--- src/rtl/conv_window_mac_ctrl.sv ---
// K x K x C_IN convolution window controller: walks image/weight RAM addresses
// from two start addresses and multiply-accumulates the returned words into one pixel.
module conv_window_mac_ctrl #(
  parameter int DATA_W     = 8,
  parameter int IMG_ADDR_W = 10,
  parameter int W_ADDR_W   = 8,
  parameter int ACC_W      = 24,
  parameter int K          = 3,
  parameter int C_IN       = 1,
  parameter int IMG_WIDTH  = 32,
  parameter int CH_STRIDE  = 1024,
  parameter int RD_LAT     = 1,
  parameter int SIGNED     = 1
) (
  input  logic                  clk,
  input  logic                  rst,
  input  logic                  start,
  input  logic [IMG_ADDR_W-1:0] s_img_addr,
  input  logic [W_ADDR_W-1:0]   s_w_addr,
  input  logic [DATA_W-1:0]     img_data,
  input  logic [DATA_W-1:0]     w_data,
  output logic [IMG_ADDR_W-1:0] img_addr,
  output logic [W_ADDR_W-1:0]   w_addr,
  output logic                  d_ena,
  output logic [ACC_W-1:0]      calc_data,
  output logic                  done,
  output logic                  data_in_done,
  output logic                  busy
);

  localparam int N     = C_IN * K * K;
  localparam int TAP_W = $clog2(N + 1);
  localparam int KC_W  = (K > 1) ? $clog2(K) : 1;

  localparam logic [KC_W-1:0]       K_LAST     = KC_W'(K - 1);
  localparam logic [TAP_W-1:0]      TAP_LAST   = TAP_W'(N - 1);
  localparam logic [TAP_W-1:0]      TAP_PENULT = TAP_W'(N - 2);
  localparam logic [IMG_ADDR_W-1:0] ROW_STEP   = IMG_ADDR_W'(IMG_WIDTH);
  localparam logic [IMG_ADDR_W-1:0] CH_STEP    = IMG_ADDR_W'(CH_STRIDE);

  typedef enum logic [1:0] {S_IDLE, S_FETCH, S_DRAIN, S_DONE} state_t;

  state_t r_state;
  state_t w_stateNext;

  logic                  w_accept;
  logic                  w_lastTap;
  logic                  w_pipeEmptyNext;
  logic [RD_LAT-1:0]     r_vld;
  logic [RD_LAT-1:0]     w_vldNext;

  logic [IMG_ADDR_W-1:0] r_rowBase;
  logic [IMG_ADDR_W-1:0] r_chBase;
  logic [KC_W-1:0]       r_col;
  logic [KC_W-1:0]       r_row;
  logic [TAP_W-1:0]      r_tap;

  logic [ACC_W-1:0]             r_acc;
  logic [ACC_W-1:0]             w_accNext;
  logic [ACC_W-1:0]             w_prodExt;
  logic signed [2*DATA_W-1:0]   w_prodS;
  logic [2*DATA_W-1:0]          w_prodU;

  assign w_lastTap = (r_tap == TAP_LAST);

  // Valid pipe mirrors the RAM read latency; DRAIN ends once it will be empty.
  always_comb begin
    w_vldNext    = '0;
    w_vldNext[0] = d_ena;
    for (int i = 1; i < RD_LAT; i++) begin
      w_vldNext[i] = r_vld[i-1];
    end
    w_pipeEmptyNext = (w_vldNext == '0);
  end

  always_ff @(posedge clk) begin
    if (rst) begin
      r_state <= S_IDLE;
    end else begin
      r_state <= w_stateNext;
    end
  end

  always_comb begin
    w_stateNext = r_state;
    w_accept    = 1'b0;
    done        = 1'b0;
    busy        = 1'b1;
    case (r_state)
      S_IDLE: begin
        busy = 1'b0;
        if (start) begin
          w_accept    = 1'b1;
          w_stateNext = S_FETCH;
        end
      end
      S_FETCH: begin
        if (w_lastTap) begin
          w_stateNext = S_DRAIN;
        end
      end
      S_DRAIN: begin
        if (w_pipeEmptyNext) begin
          w_stateNext = S_DONE;
        end
      end
      S_DONE: begin
        done        = 1'b1;
        w_stateNext = S_IDLE;
      end
      default: begin
        w_stateNext = S_IDLE;
      end
    endcase
  end

  // Operands are widened before multiplying so the product is exact in 2*DATA_W bits.
  always_comb begin
    w_prodS = $signed({{DATA_W{img_data[DATA_W-1]}}, img_data}) *
              $signed({{DATA_W{w_data[DATA_W-1]}}, w_data});
    w_prodU = {{DATA_W{1'b0}}, img_data} * {{DATA_W{1'b0}}, w_data};
    if (SIGNED != 0) begin
      w_prodExt = ACC_W'(w_prodS);
    end else begin
      w_prodExt = ACC_W'(w_prodU);
    end
    w_accNext = r_vld[RD_LAT-1] ? (r_acc + w_prodExt) : r_acc;
  end

  always_ff @(posedge clk) begin
    if (rst) begin
      img_addr     <= '0;
      w_addr       <= '0;
      d_ena        <= 1'b0;
      data_in_done <= 1'b0;
      calc_data    <= '0;
      r_rowBase    <= '0;
      r_chBase     <= '0;
      r_col        <= '0;
      r_row        <= '0;
      r_tap        <= '0;
      r_acc        <= '0;
      r_vld        <= '0;
    end else begin
      r_vld        <= w_vldNext;
      data_in_done <= 1'b0;
      r_acc        <= w_accNext;
      if (w_accept) begin
        img_addr     <= s_img_addr;
        r_rowBase    <= s_img_addr;
        r_chBase     <= s_img_addr;
        w_addr       <= s_w_addr;
        r_col        <= '0;
        r_row        <= '0;
        r_tap        <= '0;
        d_ena        <= 1'b1;
        data_in_done <= (N == 1);
        r_acc        <= '0;
      end else if (r_state == S_FETCH) begin
        if (w_lastTap) begin
          d_ena <= 1'b0;
        end else begin
          r_tap        <= r_tap + TAP_W'(1);
          w_addr       <= w_addr + W_ADDR_W'(1);
          data_in_done <= (r_tap == TAP_PENULT);
          // Row and channel bases advance by addition, so no multiplier is needed.
          if (r_col != K_LAST) begin
            r_col    <= r_col + KC_W'(1);
            img_addr <= img_addr + IMG_ADDR_W'(1);
          end else if (r_row != K_LAST) begin
            r_col     <= '0;
            r_row     <= r_row + KC_W'(1);
            r_rowBase <= r_rowBase + ROW_STEP;
            img_addr  <= r_rowBase + ROW_STEP;
          end else begin
            r_col     <= '0;
            r_row     <= '0;
            r_chBase  <= r_chBase + CH_STEP;
            r_rowBase <= r_chBase + CH_STEP;
            img_addr  <= r_chBase + CH_STEP;
          end
        end
      end
      if ((r_state == S_DRAIN) && w_pipeEmptyNext) begin
        calc_data <= w_accNext;
      end
    end
  end

endmodule
--- config.mk ---
export PLATFORM = sky130hd
export DESIGN_NAME = conv_window_mac_ctrl
export DESIGN_NICKNAME = d
export VERILOG_FILES = /design/src/rtl/conv_window_mac_ctrl.sv
export SDC_FILE = /design/constraint.sdc
export NUM_CORES = 1
export LEC_CHECK = 0
export BUFFER_PORTS_ARGS = -buffer_cell sky130_fd_sc_hd__buf_2
export CAP_MARGIN = 30
export CORE_MARGIN = 3
export CORE_UTILIZATION = 35
export CTS_CLUSTER_SIZE = 8
export DETAILED_ROUTE_END_ITERATION = 16
export SYNTH_ARGS = -nofsm -noshare
export SYNTH_HDL_FRONTEND = slang
export SYNTH_SLANG_ARGS = --single-unit
--- constraint.sdc ---
create_clock -name clk -period 7.7 [get_ports clk]
set_input_delay 0.77 -clock clk [delete_from_list [all_inputs] [get_ports clk]]
set_output_delay 0.77 -clock clk [all_outputs]
set_load 0.01 [all_outputs]
==> results of run 1 <==
## cell families (layout without fill, tap and decap cells)
group | count (synthesis) | count (layout) | share of synthesized area
compound gates | 191 | 191 | 0.1558
buf+inv | 140 | 210 | 0.07451
flops | 99 | 99 | 0.2544
fa+ha+maj | 119 | 119 | 0.2451
simple gates | 298 | 298 | 0.1786
mux | 29 | 29 | 0.03774
xor+xnor | 48 | 48 | 0.05396
## worst max-delay path, cell delays in order
cell      delay (ns)
buf_2           0.15
and2_1          0.22
fa_1            0.62
inv_1           0.15
fa_1            0.55
inv_1           0.05
fa_1            0.52
inv_1           0.05
fa_1            0.53
inv_1           0.04
ha_1            0.34
nand3_1         0.11
nor3_2          0.22
o31ai_4         0.11
xnor2_1         0.13
buf_4           0.19
ha_1            0.38
nand2_1         0.09
o21ai_0         0.27
o31ai_1         0.12
a31oi_1         0.28
a31oi_1         0.14
xor2_1          0.16
or3_1           0.33
a311oi_1        0.26
## flip-flops by register name (all words and copies together) (netlist names)
| name | count |
|---|---|
| r_vld | 1 |
| w_addr | 8 |
| img_addr | 10 |
| calc_data | 24 |
| d_ena | 1 |
| r_chBase | 10 |
| r_col | 2 |
| r_row | 2 |
| r_state | 2 |
| r_tap | 4 |
| r_acc | 24 |
| data_in_done | 1 |
| r_rowBase | 10 |
## final timing paths
check | from | depth (start not counted) | to
worst min-delay path | r_chBase[3] | 2 | r_chBase[3]
worst min register to register | r_chBase[3] | 2 | r_chBase[3]
worst max register to register | r_acc[1] | 10 | calc_data[17]
worst max-delay path | w_data[3] | 25 | calc_data[23]
## through the flow
step                      utilization  hold slack, ns  cells  total power [mW]
after CTS                      0.4088          0.4585   1269             3.770
final                          0.4088          0.4574   1269             3.719
after floorplan                     -          0.4332    924             2.713
after global routing           0.4088          0.4777   1269             4.128
after detailed placement       0.3938          0.4472   1253             3.277
after global placement         0.3925          0.4436   1252             3.241
## cell usage in the layout, fill, tap and decap left out, types with 4 or more instances in the layout
master / instances
inv_1: 105
nor2_1: 102
dfxtp_1: 99
nand2_1: 84
buf_2: 82
a21oi_1: 74
ha_1: 63
fa_1: 56
and2_1: 47
xnor2_1: 31
a211oi_1: 30
o21ai_0: 28
mux2i_1: 26
xor2_1: 17
nor3_1: 17
a21o_1: 11
nand3_1: 11
nor2b_1: 10
clkbuf_16: 9
o21bai_1: 8
o211ai_1: 7
nand2b_1: 6
a31oi_1: 5
a311oi_1: 5
buf_4: 5
nand4_1: 4
or3_1: 4
## power breakdown
group | switching [mW] | internal [mW] | total [mW]
sequential | 0.107 | 0.646 | 0.753
combinational | 1.43 | 1.06 | 2.49
clock | 0.215 | 0.261 | 0.476
## routing by layer
metal / up-vias / track usage
met1: 2979 / 0.2033
met4: 0 / 0.03168
li1: 3210 / -
met5: - / 0
met2: 112 / 0.2321
met3: 14 / 0.02031
## cell type report
cell class | instances | share of cell area
clock buffer | 9 | 0.02572
clock inverter | 7 | 0.01100
inverter | 106 | 0.04544
multi-input combinational | 685 | 0.5979
sequential | 99 | 0.2263
tap | 275 | 0.03929
timing repair buffer | 88 | 0.05429
==> key figures, run 1 <==
Synth
  • Number of synthesized flops with an enable pin: 0
  • Post-synthesis cell type with the largest combined area: dfxtp_1
  • Warnings, synthesis: 0
  • Share of flip-flops with an asynchronous set or reset after synthesis: 0
  • Synthesized netlist cell count: 924
  • Commonest cells post-synth: inv_1, nor2_1, dfxtp_1, nand2_1, a21oi_1
  • Ys flop type: dfxtp_1
  • Net count of the mapped netlist: 1080
  • Share of synthesized area occupied by flip-flops and latches: 0.2544
  • Cell variety after synth: 55
  • Mean Syn Cell Area: 8.432 sq um
  • Library cell with the highest instance count after synthesis: inv_1
  • Area share of the leading cell type in the synthesized netlist: 0.2544
  • Synthesized area: 7791 sq um
  • Flop and latch count out of synthesis: 99
  • Cell types occupying the most area after synthesis: dfxtp_1, fa_1, ha_1

STA
  • Final setup fails: 0
  • Final critical delay including setup and external delays: 6.542 ns
  • Slew @ Worst Pin: 0.9312 ns
  • Worst Skew: 0.01472 ns
  • Final Hold Violating Endpoints: 0
  • RSZ-0062 raised after global routing: no
  • Ratio of final minimum period to clock period: 0.8497
  • Final setup TNS: 0 ns
  • Max Clk Rate: 152.8 MHz
  • Setup ws final: 1.158 ns
  • Relative slew slack: 0.3779
  • Number of max-slew violations in the final report: 0

Floorplan
  • Placeable core area: 21420 sq um
  • Die X-Extent: 155.2 um
  • DIE HEIGHT: 155.2 um
  • Rows: 53
  • IO Pins: 83
  • Die area: 24090 sq um
  • Effective utilization at floorplan: 0.3637

Routing
  • Iter 0 DRT Violations: 287
  • Met1 layer wirelength in the final routing: 8.149 mm
  • Number of vias in the routed layout: 6315
  • DR vias/cell: 4.976
  • Per-cell routed wire length: 13.29 um
  • Top layer used by detailed routing: met4
  • Final WL: 16.86 mm
  • DRC violation count after routing: 0
  • Met3 routed wirelength: 663 um
  • Sum of met2 wire segment lengths after detailed routing: 7.889 mm
  • Number of detailed-routing iterations run before antenna repair: 4
  • Number of nets with antenna violations after detailed routing: 0

Cells and area
  • Net count, final: 1145
  • Share of post-route cells with drive strength above 1: 0.1177
  • Number of inserted filler cells in the final layout: 2201
  • Flip-flop and latch area: 1982 sq um
  • Synthesis-to-layout area growth: 12.40%
  • Number of antenna diodes: 0
  • Cell area after layout: 8757 sq um
  • Area taken by multi-input logic gates: 5236 sq um

Clocking
  • Clock tree from TritonCTS: built
  • Clock insertion delay at the later pin of the skew report: 0.35 ns
  • Count of hold buffers inserted by post-cts repair: 0
  • Cell at the root of the clock tree: clkbuf_16
  • Buffers inserted by post-CTS timing repair: 0
  • Post-cts gate resize count: 0
  • Clock buffers created by TritonCTS: 9
  • Clock Pin Slew Worst Setup and Hold Paths: 0.08 ns
  • Number of levels in the clock H-tree: 3
  • Buffer depth of the longest clock path: 2
  • TritonCTS sink count: 99

Setup path
  • Largest driver fanout on the critical path: 10
  • Kind of launch point of the worst setup path: input pin
  • Critical Path Sink Type: flop
  • Data arrival time of the worst path: 6.80 ns
  • Critical path class: input pin to flop
  • WP data required: 7.96 ns
  • Flop-to-flop setup slack: 4.70 ns

Place
  • Buffers on Ports: 82
  • Final weighted congestion in routability-driven placement: 0.8488
  • HPWL after detailed placement: 13.29 mm
  • Post-place setup slack: 0.7422 ns
  • Cell area after placement: 8436 sq um

Power and ir drop
  • Maximum ir drop on the vdd rail: 0.2141 mV
  • Total power divided by cell area: 424.7 nW/um^2
  • Leakage power: 3.973 nW

Global route
  • Total routing usage reported by global routing: 0.1431
  • Global-route wire length before repair: 29.06 mm
  • Global route total overflow: 0
  • Maximum number of pins on one net before global-route repair: 65
  • Number of global-route vias before repair: 6060
  • Initial antenna violation count: 0

Min path
  • Min-delay worst type: flop to flop

Run
  • Count of maximum capacitance violations: 0

Status
  • Status: finished clean
No activity file was read; power rests on OpenSTA's default activity.
==> run 2: changes to the inputs <==
- clock period: 7.7 -> 6.38 ns (I/O delays scaled with it)
==> run 2 against run 1 <==
  * Critical path depth is the same
  * Power grew 56%
  * Hold slack is essentially flat
  * Clock skew shrank 0.0051 ns
  * Clock power grew 14%
  * Design area grew 9.7%
  * Clock-buffer cell count is the same
  * Register-to-register slack lost 1.1 ns
  * Global-route usage grew 0.55 points
  * Core utilization grew 4.0 points
  * Critical endpoint is now calc_data[20]
  * Largest cell class unchanged
  * Largest power group unchanged
==> key figures, run 2 (synthesis results as in run 1) <==
Status
  • Status: finished clean (unchanged)

Cells and area
  • Number of antenna diodes: 0 (unchanged)
  • Final Non-Filler Cells: 1347 (was 1269)
  • Post-route core utilization: 0.4485 (was 0.4088)
  • Share of post-route cells with drive strength above 1: 0.2192 (was 0.1177)
  • Largest registers in the final layout: calc_data: 24 flops, r_acc: 24 flops (unchanged)
  • Top library cells by usage in the layout, fill and taps aside: inv_1, nor2_1, dfxtp_1, nand2_1, buf_2 (unchanged)
  • Net count, final: 1223 (was 1145)
  • Cell area after layout: 9607 sq um (was 8757 sq um)
  • Synthesis-to-layout area growth: 23.30% (was 12.40%)

Place
  • Cell area after placement: 9006 sq um (was 8436 sq um)
  • Buffers on Ports: 82 (unchanged)
  • Placed insts: 1328 (was 1253)
  • HPWL after detailed placement: 13.87 mm (was 13.29 mm)
  • Final weighted congestion in routability-driven placement: 0.8167 (was 0.8488)

Clocking
  • Buffer depth of the longest clock path: 2 (unchanged)
  • TritonCTS sink count: 99 (unchanged)
  • Number of levels in the clock H-tree: 3 (unchanged)
  • Clock Pin Slew Worst Setup and Hold Paths: 0.07 ns (was 0.08 ns)
  • Clock buffers created by TritonCTS: 9 (unchanged)
  • Clock insertion delay at the later pin of the skew report: 0.35 ns (about the same)
  • Clock tree from TritonCTS: built (unchanged)
  • Cell at the root of the clock tree: clkbuf_16 (unchanged)

Routing
  • Iter 0 DRT Violations: 350 (was 287)
  • Per-cell routed wire length: 13.29 um (about the same)
  • Number of nets with antenna violations after detailed routing: 0 (unchanged)
  • Number of vias in the routed layout: 6547 (was 6315)
  • Number of detailed-routing iterations run before antenna repair: 5 (was 4)
  • DRC violation count after routing: 0 (unchanged)
  • Final WL: 17.90 mm (was 16.86 mm)
  • DR vias/cell: 4.860 (was 4.976)

Global route
  • Met3 Resource Use GR: 0.02503 (was 0.02031)
  • Initial antenna violation count: 0 (unchanged)
  • Number of global-route vias before repair: 6347 (was 6060)
  • GR peak layer: met2 (unchanged)
  • Global-route met2 utilization: 0.2431 (was 0.2321)
  • Global-route wire length before repair: 30.07 mm (was 29.06 mm)
  • Maximum number of pins on one net before global-route repair: 65 (unchanged)
  • Met1 capacity usage during global routing: 0.2081 (was 0.2033)
  • Global route total overflow: 0 (unchanged)
  • Total routing usage reported by global routing: 0.1485 (was 0.1431)

STA
  • Slew @ Worst Pin: 0.9818 ns (was 0.9312 ns)
  • Max Clk Rate: 163.0 MHz
  • Final Hold Violating Endpoints: 0 (unchanged)
  • Ratio of final minimum period to clock period: 0.9614
  • Worst Skew: 0.009649 ns (was 0.01472 ns)
  • Final setup fails: 0 (unchanged)
  • Final critical delay including setup and external delays: 6.133 ns
  • WHS: 0.4575 ns (was 0.4574 ns)
  • Number of max-slew violations in the final report: 0 (unchanged)
  • Relative slew slack: 0.3441 (was 0.3779)
  • Final setup TNS: 0 ns (unchanged)

Setup path
  • Kind of launch point of the worst setup path: input pin (unchanged)
  • Stage delay of the slowest cell on the critical path: 0.53 ns (was 0.62 ns)
  • Most frequent CP cell: fa_1
  • Critical Path Sink Type: flop (unchanged)
  • Data arrival time of the worst path: 6.39 ns (was 6.80 ns)
  • Largest driver fanout on the critical path: 5 (was 10)
  • Dominant delay contributor by cell family on the critical path: adder cells (unchanged)
  • Flop-to-flop setup slack: 3.60 ns (was 4.70 ns)
  • Buffering stage count on the worst path with inverters included: 7 (was 6)
  • Crit-path slowest cell: fa_1 (unchanged)
  • WP data required: 6.64 ns (was 7.96 ns)
  • Critical path class: input pin to flop (unchanged)

Floorplan
  • Rows: 53 (unchanged)
  • DIE HEIGHT: 155.2 um (unchanged)
  • Placeable core area: 21420 sq um (unchanged)
  • Die area: 24090 sq um (unchanged)
  • IO Pins: 83 (unchanged)
  • Die X-Extent: 155.2 um (unchanged)
  • Effective utilization at floorplan: 0.3637 (unchanged)

Min path
  • Min-delay worst type: flop to flop (unchanged)

Power and ir drop
  • Leakage power: 4.375 nW (was 3.973 nW)
  • Maximum ir drop on the vdd rail: 0.3645 mV (was 0.2141 mV)
  • Total power divided by cell area: 602.5 nW/um^2 (was 424.7 nW/um^2)

Run
  • Count of maximum capacitance violations: 0 (unchanged)
==> run 2: changes by cell type in the layout (fill, tap and decap cells not counted), sizes merged <==
cell / previous run / this run
buf: 88 / 166
bufinv: 1 / 0
clkinv: 3 / 5
inv: 108 / 107
==> run 2: worst paths after layout <==
check	from	to	cells after the start
setup / recovery	w_data[4]	calc_data[20]	25
hold / removal	r_chBase[6]	r_chBase[6]	2
setup reg to reg	r_acc[0]	calc_data[12]	12
hold reg to reg	r_chBase[6]	r_chBase[6]	2
==> run 2: worst reg2reg max path, delay by kind of cell (launching register included) <==
family / cells / cell delay, ns
adder cells (fa/ha/maj): 2 / 0.65
buffers and inverters: 1 / 0.15
flip-flops: 1 / 0.32
multiplexers: 1 / 0.22
XOR/XNOR: 1 / 0.15
AND/OR/NAND/NOR: 1 / 0.09
AO/OA/AOI/OAI: 6 / 1.04
==> run 2: per-stage QoR <==
| step | total power, mW | setup slack, ns |
|---|---|---|
| finish | 5.788 | 0.2465 |
| global route | 6.315 | -0.03081 |
| CTS | 5.253 | 0.05388 |
| detailed placement | 4.679 | -0.2955 |
| global placement | 4.638 | -0.1601 |
| floorplan | 3.291 | 0.1351 |
==> run 2: cell type report <==
| cell class | instances | area, sq um |
|---|---|---|
| clock buffers | 9 | 225.2 |
| clock inverters | 7 | 72.57 |
| fillers | 2110 | 11810 |
| inverters | 106 | 397.9 |
| multi-input cells | 685 | 5517 |
| flip-flops and latches | 99 | 1982 |
| well taps | 275 | 344.1 |
| repair buffers | 166 | 1069 |
==> run 2: timing repair <==
action / in CTS / in global routing
setup buffers: 0 / 3
hold buffers: 0 / 0
resized for setup: 0 / 55
setup endpoints to repair: 0 / 14
==> run 2: layer usage <==
layer	vias up	wire, um
li1	3359	-
met1	3077	8451
met2	99	8557
met3	12	703
met4	0	184
met5	-	0
==> run 2: power by group <==
part,switching (mW),leakage [nW],total (mW),internal [mW]
Sequential,0.138,0.808,0.918,0.780
Clock,0.268,0.142,0.543,0.276
Combinational,2.15,3.42,4.33,2.17
Total,2.56,4.38,5.79,3.23
==> run 3: changes to the inputs <==
- CORE_UTILIZATION: 35 -> 55
- PLACE_DENSITY: not set -> 0.75
- REMOVE_ABC_BUFFERS: not set -> 1
==> run 3 against run 2 <==
  * Fmax down 1.0%
  * Register-to-register slack is essentially flat
  * Routed wire length is 4.0% lower
  * Sequential share of layout area up 0.49 points
  * Sequential power is 0.5% lower
  * Clock power fell by 0.9%
  * Design area shrank 2.3%
  * First-iteration DRC count decreased by 2.0%
  * Core utilization up 24 points
  * Non-clock buffer count is the same
  * Cell count shrank 7.3%
  * Critical path type unchanged
==> key figures, run 3 (synthesis results as in run 1) <==
STA
  • Relative slew slack: 0.3563 (was 0.3441)
  • Ratio of final minimum period to clock period: 0.9713 (was 0.9614)
  • Final critical delay including setup and external delays: 6.197 ns (was 6.133 ns)
  • Final setup TNS: 0 ns (unchanged)
  • Number of max-slew violations in the final report: 0 (unchanged)
  • Final Hold Violating Endpoints: 0 (unchanged)
  • Setup ws final: 0.1831 ns (was 0.2465 ns)
  • Final setup fails: 0 (unchanged)
  • Max Clk Rate: 161.4 MHz (was 163.0 MHz)
  • Slew @ Worst Pin: 0.9635 ns (was 0.9818 ns)
  • Worst Skew: 0.01189 ns (was 0.009649 ns)

Min path
  • Startpoint of the lowest-slack hold path: calc_data[22] (was r_chBase[6])
  • Endpoint of the worst hold-timing path: calc_data[22] (was r_chBase[6])
  • Hold Crit Depth: 2 (unchanged)
  • Min-delay worst type: flop to flop (unchanged)

Clocking
  • Clock buffers created by TritonCTS: 9 (unchanged)
  • Buffer depth of the longest clock path: 2 (unchanged)
  • Clock Pin Slew Worst Setup and Hold Paths: 0.07 ns (about the same)
  • Number of levels in the clock H-tree: 3 (unchanged)
  • Clock insertion delay at the later pin of the skew report: 0.35 ns (about the same)
  • TritonCTS sink count: 99 (unchanged)
  • Cell at the root of the clock tree: clkbuf_16 (unchanged)
  • Clock tree from TritonCTS: built (unchanged)

Run
  • Count of maximum capacitance violations: 0 (unchanged)

Power and ir drop
  • Leakage power: 4.368 nW (was 4.375 nW)
  • Total power divided by cell area: 584.5 nW/um^2 (was 602.5 nW/um^2)
  • Maximum ir drop on the vdd rail: 0.4506 mV (was 0.3645 mV)

Routing
  • Number of vias in the routed layout: 6710 (was 6547)
  • Iter 0 DRT Violations: 343 (was 350)
  • Final WL: 17.19 mm (was 17.90 mm)
  • DR vias/cell: 5.377 (was 4.860)
  • Number of detailed-routing iterations run before antenna repair: 5 (unchanged)
  • Number of nets with antenna violations after detailed routing: 0 (unchanged)
  • DRC violation count after routing: 0 (unchanged)
  • Per-cell routed wire length: 13.77 um (was 13.29 um)

Cells and area
  • Number of antenna diodes: 0 (unchanged)
  • Final Non-Filler Cells: 1248 (was 1347)
  • Leading cell type in the layout, fill and taps excluded: nor2_1
  • Synthesis-to-layout area growth: 20.46% (was 23.30%)
  • Share of post-route cells with drive strength above 1: 0.2174 (was 0.2192)
  • Cell area after layout: 9385 sq um (was 9607 sq um)
  • Number of inserted filler cells in the final layout: 1080 (was 2110)
  • Largest registers in the final layout: calc_data: 24 flops, r_acc: 24 flops (unchanged)
  • Net count, final: 1223 (unchanged)
  • Top library cells by usage in the layout, fill and taps aside: nor2_1, inv_1, dfxtp_1, buf_4, nand2_1 (was inv_1, nor2_1, dfxtp_1, nand2_1, buf_2)

Place
  • HPWL after detailed placement: 12.90 mm (was 13.87 mm)
  • Placed insts: 1225 (was 1328)
  • Post-place setup slack: -0.2105 ns (was -0.2955 ns)
  • Cell area after placement: 8845 sq um (was 9006 sq um)
  • Buffers on Ports: 82 (unchanged)
  • Final weighted congestion in routability-driven placement: 0.8841 (was 0.8167)

Status
  • Status: finished clean (unchanged)

Floorplan
  • Die area: 15630 sq um (was 24090 sq um)
  • Rows: 42 (was 53)
  • Die X-Extent: 125.0 um (was 155.2 um)
  • DIE HEIGHT: 125.0 um (was 155.2 um)
  • Effective utilization at floorplan: 0.5747 (was 0.3637)
  • IO Pins: 83 (unchanged)
  • Placeable core area: 13560 sq um (was 21420 sq um)

Setup path
  • Worst flop-to-flop path endpoint: calc_data[20] (was calc_data[12])
  • Cells on worst reg2reg path: 11 (was 12)
  • WP data required: 6.64 ns (about the same)
  • Data arrival time of the worst path: 6.45 ns (was 6.39 ns)
  • Largest driver fanout on the critical path: 6 (was 5)
  • Crit-path slowest cell: fa_1 (unchanged)
  • Dominant delay contributor by cell family on the critical path: adder cells (unchanged)
  • Buffering stage count on the worst path with inverters included: 8 (was 7)
  • Critical Path Sink Type: flop (unchanged)
  • Critical path class: input pin to flop (unchanged)
  • Reg-to-reg critical path startpoint: r_acc[0] (unchanged)
  • Stage delay of the slowest cell on the critical path: 0.54 ns (was 0.53 ns)
  • Flop-to-flop setup slack: 3.59 ns (was 3.60 ns)
  • Kind of launch point of the worst setup path: input pin (unchanged)

Global route
  • Maximum number of pins on one net before global-route repair: 65 (unchanged)
  • Total routing usage reported by global routing: 0.2166 (was 0.1485)
  • Global route total overflow: 0 (unchanged)
  • Number of global-route vias before repair: 6295 (was 6347)
  • Global-route wire length before repair: 29.05 mm (was 30.07 mm)
  • Initial antenna violation count: 0 (unchanged)
[run 3: worst max-delay path by stage]
stage / startpoint / endpoint / slack (ns) / cells after the start
floorplan: w_data[4] / calc_data[23] / -0.11 / 25
global placement: w_data[4] / calc_data[23] / -0.1 / 29
global route: w_data[4] / calc_data[23] / -0.13 / 29
CTS: w_data[4] / calc_data[22] / 0.13 / 29
detailed placement: w_data[4] / calc_data[22] / -0.21 / 29
finish: w_data[4] / calc_data[23] / 0.18 / 29
[run 3: layout make-up]
class | instances | area (sq um) | share of cell area
inverter | 106 | 397.9 | 0.04239
tap | 176 | 220.2 | 0.02346
clock inverter | 7 | 70.07 | 0.007466
timing repair buffer | 166 | 1064 | 0.1133
multi-input combinational | 685 | 5426 | 0.5782
sequential | 99 | 1982 | 0.2112
clock buffer | 9 | 225.2 | 0.02400
[run 3: power by group]
group          internal, mW  switching [mW]
combinational          1.97            2.06
sequential            0.780           0.133
clock                 0.276           0.261
total                  3.03            2.46
[run 3: worst register-to-register path, delay by kind of cell, from the launching register on]
kind / cells / cell delay [ns]
and+or+nand+nor: 1 / 0.07
buffers and inverters: 1 / 0.16
adders and majority gates: 2 / 0.64
DFF: 1 / 0.32
AOI/OAI and AO/OA: 7 / 1.53
[run 3: metrics by stage]
step	total power, mW	hold slack, ns	utilization
CTS	5.094	0.4557	0.6741
floorplan	3.236	0.4271	-
global route	5.992	0.4769	0.6922
detailed placement	4.519	0.4474	0.6524
global placement	4.437	0.4423	0.6503
finish	5.486	0.4591	0.6922
[run 3: routing by layer]
metal  share of wire  up-vias  global-route usage
li1                -     3374                   -
met2            0.49      146              0.3648
met1            0.45     3169              0.2967
met5               0        -                   0
met3           0.047       21             0.02942
met4           0.013        0             0.05357
[run 3: timing repair]
item / in CTS / in global routing
resized for setup: 0 / 49
endpoints found under the setup margin: 0 / 13
setup buffers: 0 / 7
hold buffers: 0 / 0
